### src/rtl/board_mem_arbiter.sv
// Arbitrates a single-port sudoku board RAM between fixed-latency renderer reads, queued game writes and a bulk clear.
// Optional build macro RD_FORWARD_EN: reads return the youngest pending queued write to the same cell.
module board_mem_arbiter #(
    parameter int CELLS    = 81,
    parameter int ADDR_W   = 7,
    parameter int DATA_W   = 4,
    parameter int WQ_DEPTH = 4
) (
    input  logic              pixel_clk,
    input  logic              rst_n,
    input  logic              rd_req,
    input  logic [ADDR_W-1:0] rd_addr,
    output logic [DATA_W-1:0] rd_data,
    output logic              rd_valid,
    input  logic              wr_req,
    input  logic [ADDR_W-1:0] wr_addr,
    input  logic [DATA_W-1:0] wr_data,
    output logic              wr_ready,
    output logic              wr_err,
    input  logic              clr_req,
    output logic              clr_busy,
    output logic [ADDR_W-1:0] mem_addr,
    output logic              mem_we,
    output logic [DATA_W-1:0] mem_wdata,
    input  logic [DATA_W-1:0] mem_rdata
);

    localparam int PTR_W = (WQ_DEPTH > 1) ? $clog2(WQ_DEPTH) : 1;
    localparam int CNT_W = $clog2(WQ_DEPTH + 1);
    localparam logic [ADDR_W:0]   CELLS_LIM = (ADDR_W+1)'(CELLS);
    localparam logic [ADDR_W-1:0] LAST_CELL = ADDR_W'(CELLS - 1);
    localparam logic [CNT_W-1:0]  FULL_CNT  = CNT_W'(WQ_DEPTH);

    typedef enum logic [1:0] {RUN, DRAIN, CLEAR} state_t;

    function automatic logic in_range(input logic [ADDR_W-1:0] a);
        return {1'b0, a} < CELLS_LIM;
    endfunction

    state_t            state;
    logic [ADDR_W-1:0] clr_ptr;

    logic [ADDR_W-1:0] q_addr [WQ_DEPTH];
    logic [DATA_W-1:0] q_data [WQ_DEPTH];
    logic [PTR_W-1:0]  wptr, rptr;
    logic [CNT_W-1:0]  count;

    logic rd_hit, accept, push, pop, clr_wr;

    logic vld_p0, hit_p0, vld_p1, hit_p1;

    // A read only claims the RAM slot when its address is a real cell.
    assign rd_hit   = rd_req & in_range(rd_addr);
    assign wr_ready = (count < FULL_CNT) && (state == RUN);
    assign accept   = wr_req & wr_ready;
    assign push     = accept & in_range(wr_addr);
    assign wr_err   = accept & ~in_range(wr_addr);
    assign pop      = (state != CLEAR) && (count != '0) && !rd_hit;
    assign clr_wr   = (state == CLEAR) && !rd_hit;

`ifdef RD_FORWARD_EN
    logic              fwd_hit;
    logic [DATA_W-1:0] fwd_data;
    logic [PTR_W-1:0]  fwd_idx;
    logic              fwd_hit_p0, fwd_hit_p1;
    logic [DATA_W-1:0] fwd_data_p0, fwd_data_p1;

    // Scan oldest to youngest so the last match wins; the write accepted this cycle is youngest of all.
    always_comb begin
        fwd_hit  = 1'b0;
        fwd_data = '0;
        fwd_idx  = '0;
        for (int i = 0; i < WQ_DEPTH; i++) begin
            fwd_idx = rptr + PTR_W'(i);
            if ((CNT_W'(i) < count) && (q_addr[fwd_idx] == rd_addr)) begin
                fwd_hit  = 1'b1;
                fwd_data = q_data[fwd_idx];
            end
        end
        if (push && (wr_addr == rd_addr)) begin
            fwd_hit  = 1'b1;
            fwd_data = wr_data;
        end
    end
`endif

    always_ff @(posedge pixel_clk) begin
        if (push) begin
            q_addr[wptr] <= wr_addr;
            q_data[wptr] <= wr_data;
        end
    end

    always_ff @(posedge pixel_clk or negedge rst_n) begin
        if (!rst_n) begin
            wptr  <= '0;
            rptr  <= '0;
            count <= '0;
        end else begin
            if (push) wptr <= wptr + PTR_W'(1);
            if (pop)  rptr <= rptr + PTR_W'(1);
            case ({push, pop})
                2'b10:   count <= count + CNT_W'(1);
                2'b01:   count <= count - CNT_W'(1);
                default: count <= count;
            endcase
        end
    end

    // Slot owner this cycle: read, then clear, then FIFO drain.
    always_ff @(posedge pixel_clk or negedge rst_n) begin
        if (!rst_n) begin
            mem_addr  <= '0;
            mem_we    <= 1'b0;
            mem_wdata <= '0;
        end else if (rd_hit) begin
            mem_addr <= rd_addr;
            mem_we   <= 1'b0;
        end else if (clr_wr) begin
            mem_addr  <= clr_ptr;
            mem_we    <= 1'b1;
            mem_wdata <= '0;
        end else if (pop) begin
            mem_addr  <= q_addr[rptr];
            mem_we    <= 1'b1;
            mem_wdata <= q_data[rptr];
        end else begin
            mem_we <= 1'b0;
        end
    end

    // p0: address on the RAM bus
    always_ff @(posedge pixel_clk or negedge rst_n) begin
        if (!rst_n) begin
            vld_p0 <= 1'b0;
            hit_p0 <= 1'b0;
            vld_p1 <= 1'b0;
            hit_p1 <= 1'b0;
        end else begin
            vld_p0 <= rd_req;
            hit_p0 <= rd_hit;
            // p1: RAM data arriving
            vld_p1 <= vld_p0;
            hit_p1 <= hit_p0;
        end
    end

`ifdef RD_FORWARD_EN
    always_ff @(posedge pixel_clk or negedge rst_n) begin
        if (!rst_n) begin
            fwd_hit_p0  <= 1'b0;
            fwd_data_p0 <= '0;
            fwd_hit_p1  <= 1'b0;
            fwd_data_p1 <= '0;
        end else begin
            fwd_hit_p0  <= rd_hit & fwd_hit;
            fwd_data_p0 <= fwd_data;
            fwd_hit_p1  <= fwd_hit_p0;
            fwd_data_p1 <= fwd_data_p0;
        end
    end
`endif

    // p2: registered result to the renderer
    always_ff @(posedge pixel_clk or negedge rst_n) begin
        if (!rst_n) begin
            rd_valid <= 1'b0;
            rd_data  <= '0;
        end else begin
            rd_valid <= vld_p1;
`ifdef RD_FORWARD_EN
            if (fwd_hit_p1)
                rd_data <= fwd_data_p1;
            else
                rd_data <= hit_p1 ? mem_rdata : '0;
`else
            rd_data <= hit_p1 ? mem_rdata : '0;
`endif
        end
    end

    always_ff @(posedge pixel_clk or negedge rst_n) begin
        if (!rst_n) begin
            state    <= RUN;
            clr_busy <= 1'b0;
            clr_ptr  <= '0;
        end else begin
            case (state)
                RUN: begin
                    if (clr_req) begin
                        state    <= DRAIN;
                        clr_busy <= 1'b1;
                    end
                end
                DRAIN: begin
                    if (count == '0) begin
                        state   <= CLEAR;
                        clr_ptr <= '0;
                    end
                end
                CLEAR: begin
                    if (clr_wr) begin
                        if (clr_ptr == LAST_CELL) begin
                            state    <= RUN;
                            clr_busy <= 1'b0;
                        end else begin
                            clr_ptr <= clr_ptr + ADDR_W'(1);
                        end
                    end
                end
                default: begin
                    state    <= RUN;
                    clr_busy <= 1'b0;
                end
            endcase
        end
    end

endmodule
### config.mk
export PLATFORM = sky130hd
export DESIGN_NAME = board_mem_arbiter
export DESIGN_NICKNAME = d
export VERILOG_FILES = /design/src/rtl/board_mem_arbiter.sv
export SDC_FILE = /design/constraint.sdc
export NUM_CORES = 1
export LEC_CHECK = 0
export ABC_AREA = 1
export BUFFER_PORTS_ARGS = -buffer_cell sky130_fd_sc_hd__buf_2
export CAP_MARGIN = 20
export CORE_MARGIN = 2
export CORE_UTILIZATION = 25
export CTS_BUF_LIST = sky130_fd_sc_hd__clkbuf_16
export CTS_CLUSTER_DIAMETER = 100
export DETAILED_ROUTE_END_ITERATION = 8
export PLACE_DENSITY = 0.49
export SLEW_MARGIN = 20
export SYNTH_ARGS = -nofsm -noshare
export SYNTH_HDL_FRONTEND = slang
export SYNTH_SLANG_ARGS = --single-unit
### constraint.sdc
create_clock -name pixel_clk -period 3.2 [get_ports pixel_clk]
set_input_delay 0.16 -clock pixel_clk [delete_from_list [all_inputs] [get_ports pixel_clk]]
set_output_delay 0.16 -clock pixel_clk [all_outputs]
set_load 0.05 [all_outputs]
======== Word level (Yosys, flattened, before mapping) ========
Memory sizes are Yosys's and may differ from the RTL's.
Index checks and enable logic that the tools add are counted.
cells by class
  add/sub/neg operators ................... 5
  multipliers ............................. 0
  divide/modulo/power cells ............... 0
  magnitude comparators ................... 3
  eq/ne operators ......................... 11
  shift-type cells ........................ 0
  mux-type cells .......................... 25
  bitwise operators ....................... 7
  reduce and logical (&&, ||, !) cells .... 16
operator list
  operator                                                                count
  7-bit 2-to-1 mux                                                        6
  7-bit < comparator (second input constant)                              2
  7-bit case mux with 2 select lines                                      1
  4-bit 2-to-1 mux                                                        3
  4-bit AND reduction                                                     3
  2-bit != test (second input constant)                                   5
  1-bit 2-to-1 mux                                                        8
  2-bit 2-to-1 mux                                                        4
  7-bit by 1-bit adder with 7-bit output (second input constant)          1
  7-bit equality test (second input constant)                             1
  2-bit case mux with 3 select lines                                      1
  3-bit case mux with 2 select lines                                      1
  2-bit nonzero test                                                      3
  3-bit nonzero test                                                      2
  2-bit by 1-bit adder with 2-bit output (second input constant)          2
  1-bit bitwise AND                                                       4
  2-bit by 1-bit equality test with 1-bit output (second input constant)  2
  2-bit equality test (second input constant)                             2
  1-bit logical AND                                                       4
  3-bit by 1-bit adder with 3-bit output (second input constant)          1
  3-bit zero test                                                         1
  3-bit < comparator (second input constant)                              1
  1-bit NOT                                                               3
  1-bit case mux with 3 select lines                                      1
  other kinds (5)                                                         5
word-level totals
  bits in registers ....................... 38
  latch bits .............................. 0
  memory bits (writable) .................. 44
  ROM bits ................................ 0
  input bits .............................. 27
  memories kept ........................... 2
memories
  memory  depth  bits a word  read ports  clocked after memory_dff  wr ports  RTL line  RTL
  q_addr  4      7            1           0                         1         43        logic [ADDR_W-1:0] q_addr [WQ_DEPTH];
  q_data  4      4            1           0                         1         44        logic [DATA_W-1:0] q_data [WQ_DEPTH];

======== Depth between registers and ports, before layout ========
  depth after elaboration ................. 7
  gate-level depth with buffers ........... 13

======== Least setup slack after synthesis ========
Ideal clock, no wire load.
  kind .................................... flip-flop to output port
  start ................................... register state[1]
  end ..................................... output port wr_err
  arrival time ............................ 1.872 ns
  slack ................................... 1.168 ns
  stages on the path, launching flop included .. 4
  buffers on the path ..................... 0
  path through ............................ dfrtp_1 > nor2_1 > and3_1 > a21boi_0
on the way
  longest elaborated chain between the ends .. 4
ends and longest elaborated chain
  item                    RTL line  RTL
  start, declared         40        state_t state;
  start signal, assigned  184       state <= RUN;
  start signal, assigned  191       state <= DRAIN;
  start signal, assigned  197       state <= CLEAR;
  2-bit zero test         54        assign wr_ready = (count < FULL_CNT) && (state == RUN);
  1-bit logical AND       54
  1-bit bitwise AND       55        assign accept = wr_req & wr_ready;
  1-bit bitwise AND       57        assign wr_err = accept & ~in_range(wr_addr);
  end, declared           19        output logic wr_err,
No other way between the ends.

======== Worst setup path in the final report ========
  start ................................... register state[1]
  end ..................................... register count[2]
on the way
  longest elaborated chain between the ends .. 6
  elaborated cells on any way between the ends .. 11
  classes of those cells .................. eq/ne: 3; mux: 1; bitwise: 2; reduce/logical: 5
ends and longest elaborated chain
  item                                                                                          RTL line  RTL
  2-bit zero test                                                                               54
  1-bit logical AND                                                                             54
  1-bit bitwise AND                                                                             55
  1-bit bitwise AND                                                                             56        assign push = accept & in_range(wr_addr);
  2-bit by 1-bit equality test with 1-bit output / 2-bit equality test (equally long branches)  102       case ({push, pop})
  3-bit case mux with 2 select lines / 2-bit nonzero test (equally long branches)               -
  end signal, assigned                                                                          103       2'b10: count <= count + CNT_W'(1);
  end signal, assigned                                                                          104       2'b01: count <= count - CNT_W'(1);
  end signal, assigned                                                                          105       default: count <= count;
  end, declared                                                                                 46        logic [CNT_W-1:0] count;
Parallel ways exist; a longest one is shown, timed or not.
A chain may end at the register's enable or synchronous reset.

==> results.sh <==
export IMPL_status="finished clean"
export IMPL_fp_dieArea_um2=15880
export IMPL_yosysSeqAreaShare=0.6104
export IMPL_grt_pass1_wl_mm=14.36
export IMPL_worst_slew_pin_slew_ns=0.8922
export IMPL_p_leak_nw=2.007
export IMPL_antenna_cells=0
export IMPL_dominantRegCellSynth="edfxtp_1"
export IMPL_place_gp_congestion=0.8324
export IMPL_wirelength_mm=8.596
export IMPL_fin_skew_ns=0.009364
export IMPL_drtIter0Drc=114
export IMPL_finalNetCount=465
export IMPL_dpl_cell_area_um2=4123
export IMPL_ant_nets=0
export IMPL_path_class="register to register"
export IMPL_critical_path_max_stage_delay_ns=0.44
export IMPL_startpoint_type="register"
export IMPL_grt_ovfl_total=0
export IMPL_switchingPower_w=0.001652
export IMPL_clock_sinks=82
export IMPL_final_setup_viol_count=0
export IMPL_first_global_vias=2722
export IMPL_combPwrFrac=0.388
export IMPL_synth_edf_count=44
export IMPL_sw_frac_of_total=0.4169
export IMPL_coreArea_um2=14530
export IMPL_path_common_cell="inv_1"
export IMPL_drt_pass1_iterations=4
export IMPL_endpoint_kind="register"
export IMPL_netlist_instances=379
export IMPL_cts_setup_buffers=0
export IMPL_dpl_hpwl_mm=5.954
export IMPL_synth_xor_area_share=0.01176
export IMPL_vias_per_cell=4.405
export IMPL_htree_levels=3
export IMPL_syn2layout_area_growth_pct=18.92
export IMPL_max_cap_violations=0
export IMPL_max_slew_margin=0.4030
export IMPL_hold_violations=0
export IMPL_peakVddDrop_mv=0.2708
export IMPL_grt_max_degree=39
export IMPL_clock_latency_ns=0.34
export IMPL_die_y_um=126.0
export IMPL_cts_buffers=9
export IMPL_avgSynthCellArea_um2=9.821
export IMPL_crit_fanout=20
export IMPL_finalInstanceArea_um2=4427
export IMPL_muxShareOfSynthArea=0
export IMPL_synth_compound_area_share=0.04471
export IMPL_vias=2727
export IMPL_layout_drive_gt1_share=0.1770
export IMPL_setup_tns_ns=0
export IMPL_cellPowerDensity_nw_per_um2=895.2
export IMPL_port_buffers=46
export IMPL_rsz0062_at_grt="no"
export IMPL_synth_simple_gate_area_share=0.2356
export IMPL_die_w_um=126.0
export IMPL_cts_tree="yes"
export IMPL_synthDistinctLibCells=32
export IMPL_netlist_area_um2=3722
export IMPL_critical_path_required_ns=3.41
export IMPL_yosys_warnings=0
export IMPL_r2r_slack_ns=0.75
export IMPL_crit_chain="inv_2, nor2_4, inv_2, nand2_1, inv_1, nand2_1, inv_1, ha_1, inv_1, fa_1, a21oi_1, o21ai_0, xor2_1"
export IMPL_hp_class="input port to register"
export IMPL_synthesis_nets=414
export IMPL_cp_data_arrival_time_ns=2.66
export IMPL_seq_power_share=0.362
export IMPL_synth_top_family_by_area="simple AND/OR/NAND/NOR gates"
export IMPL_p_clk_frac=0.250
export IMPL_yosys_area_share_adder=0.02891
export IMPL_cpMaxStageDelayCell="dfrtp_1"
export IMPL_async_reset_ff_frac=0.4634
export IMPL_root_buffer="clkbuf_16"
export IMPL_io_pins=47
export IMPL_rows=44
export IMPL_antenna_found_initial=0
export IMPL_fmax_ghz=0.4074
export IMPL_path_clk_slew_ns=0.06
export IMPL_power_w=0.003963
export IMPL_grtUsageTotal=0.1148
export IMPL_fin_crit_sh=0.7670
export IMPL_clockBufferDepth=2
export IMPL_layout_min_cycle_time_ns=2.454
export IMPL_start_util=0.2561
export IMPL_drc=0
export IMPL_wl_per_cell_um=13.89
export IMPL_maxSlewViolCount=0
export IMPL_p_int_w=0.002311
export IMPL_ys_ff_latch=82
-- cell usage in the layout, fill, tap and decap left out, types with 2 or more instances in the layout --
cell type | netlist | routed
a21oi_1 | 4 | 4
buf_2 | 3 | 46
buf_4 | 1 | 5
clkbuf_16 | 0 | 9
dfrtp_1 | 38 | 38
dlygate4sd3_1 | 0 | 2
edfxtp_1 | 44 | 44
ha_1 | 7 | 7
inv_1 | 37 | 41
inv_2 | 5 | 5
nand2_1 | 102 | 102
nand3_1 | 43 | 43
nand3_2 | 2 | 2
nand4_1 | 8 | 8
nor2_1 | 32 | 32
nor2_4 | 3 | 3
nor3_1 | 2 | 2
o21ai_0 | 17 | 17
o21ai_1 | 4 | 4
o22ai_1 | 4 | 4
xnor2_1 | 2 | 2
xor2_1 | 3 | 3
-- per-layer routing --
layer / up-vias / wire length [um] / track usage
li1: 1344 / - / -
met1: 1299 / 4036 / 0.1522
met2: 70 / 3984 / 0.1806
met3: 14 / 418 / 0.03186
met4: 0 / 156 / 0.04072
met5: - / 0 / 0
-- final cells by class --
cell class / instances / area (um2)
clock inverters: 7 / 58.81
fillers: 1543 / 10110
multi-input cells: 242 / 1195
inverters: 42 / 157.7
repair buffers: 53 / 287.8
flip-flops and latches: 82 / 2272
well taps: 184 / 230.2
clock buffers: 9 / 225.2
-- worst max-delay path: cells and delay by family, from the launching register on --
family / cells / cell delay [ns]
DFF: 1 / 0.44
and+or+nand+nor: 3 / 0.22
AOI/OAI and AO/OA: 2 / 0.27
adders and majority gates: 2 / 0.55
buffers and inverters: 5 / 0.69
xor gates and xnor gates: 1 / 0.15
-- path summary, 6_finish.rpt --
path / startpoint / cells after the start / to
setup / recovery: state[1] / 13 / count[2]
hold / removal: mem_rdata[1] / 3 / rd_data[1]
setup reg to reg: state[1] / 13 / count[2]
hold reg to reg: vld_p0 / 0 / vld_p1
max in group asynchronous: rst_n / 2 / clr_ptr[2]
min in group asynchronous: rst_n / 2 / rd_data[3]
-- flip-flops by register name (all words and copies together), names as in the netlist --
register and cells:
q_addr 28, q_data 16, clr_ptr 7, mem_addr 7, mem_wdata 4, rd_data 4
count 3, rptr 2, state 2, wptr 2, clr_busy 1, hit_p0 1
hit_p1 1, mem_we 1, rd_valid 1, vld_p0 1, vld_p1 1
-- metrics by stage --
step | setup slack (ns) | instances | util | hold WS [ns]
after CTS | 0.7598 | 619 | 0.3046 | 0.001413
after detailed placement | 0.7664 | 601 | 0.2837 | 0.3043
after global placement | 0.8402 | 601 | 0.2837 | 0.2998
final | 0.7456 | 619 | 0.3046 | 0.01133
after global routing | 0.5956 | 619 | 0.3046 | 0.01156
after floorplan | 1.168 | 379 | - | -0.1356
-- kinds of logic after synthesis --
logic type | Yosys count
flip-flops | 82
buffers and inverters | 55
XOR/XNOR | 5
adder cells (fa/ha/maj) | 8
AND/OR/NAND/NOR | 198
AO/OA/AOI/OAI | 31
-- synthesized netlist by cell type, types with 2 or more instances --
cell type,count,share of area
buf_6,4,0.012
xor2_1,3,0.0071
nor2_4,3,0.0091
clkbuf_1,4,0.0040
edfxtp_1,44,0.35
o21ai_1,4,0.0054
nand4_1,8,0.013
buf_2,3,0.0040
dfrtp_1,38,0.26
nand3_1,43,0.058
a21oi_1,4,0.0054
inv_2,5,0.0050
inv_1,37,0.037
nand2_1,102,0.10
nand3_2,2,0.0054
o21ai_0,17,0.023
nor2_1,32,0.032
nor3_1,2,0.0027
o22ai_1,4,0.0067
xnor2_1,2,0.0047
ha_1,7,0.024
-- power by group through the flow --
stage / registers (W) / logic [W] / clock network [W]
after global routing: 0.00146 / 0.00173 / 0.00105
after floorplan: 0.00170 / 0.000908 / 0
after CTS: 0.00144 / 0.00156 / 0.00102
final: 0.00143 / 0.00154 / 0.000990
after global placement: 0.00145 / 0.00153 / 0
after detailed placement: 0.00145 / 0.00155 / 0
-- what timing repair did --
item / in CTS / in global routing
gates resized for setup: 0 / 0
hold buffers: 2 / 0
hold endpoints to repair: 39 / 0
Note: power is estimated with default switching activity, not from simulation.
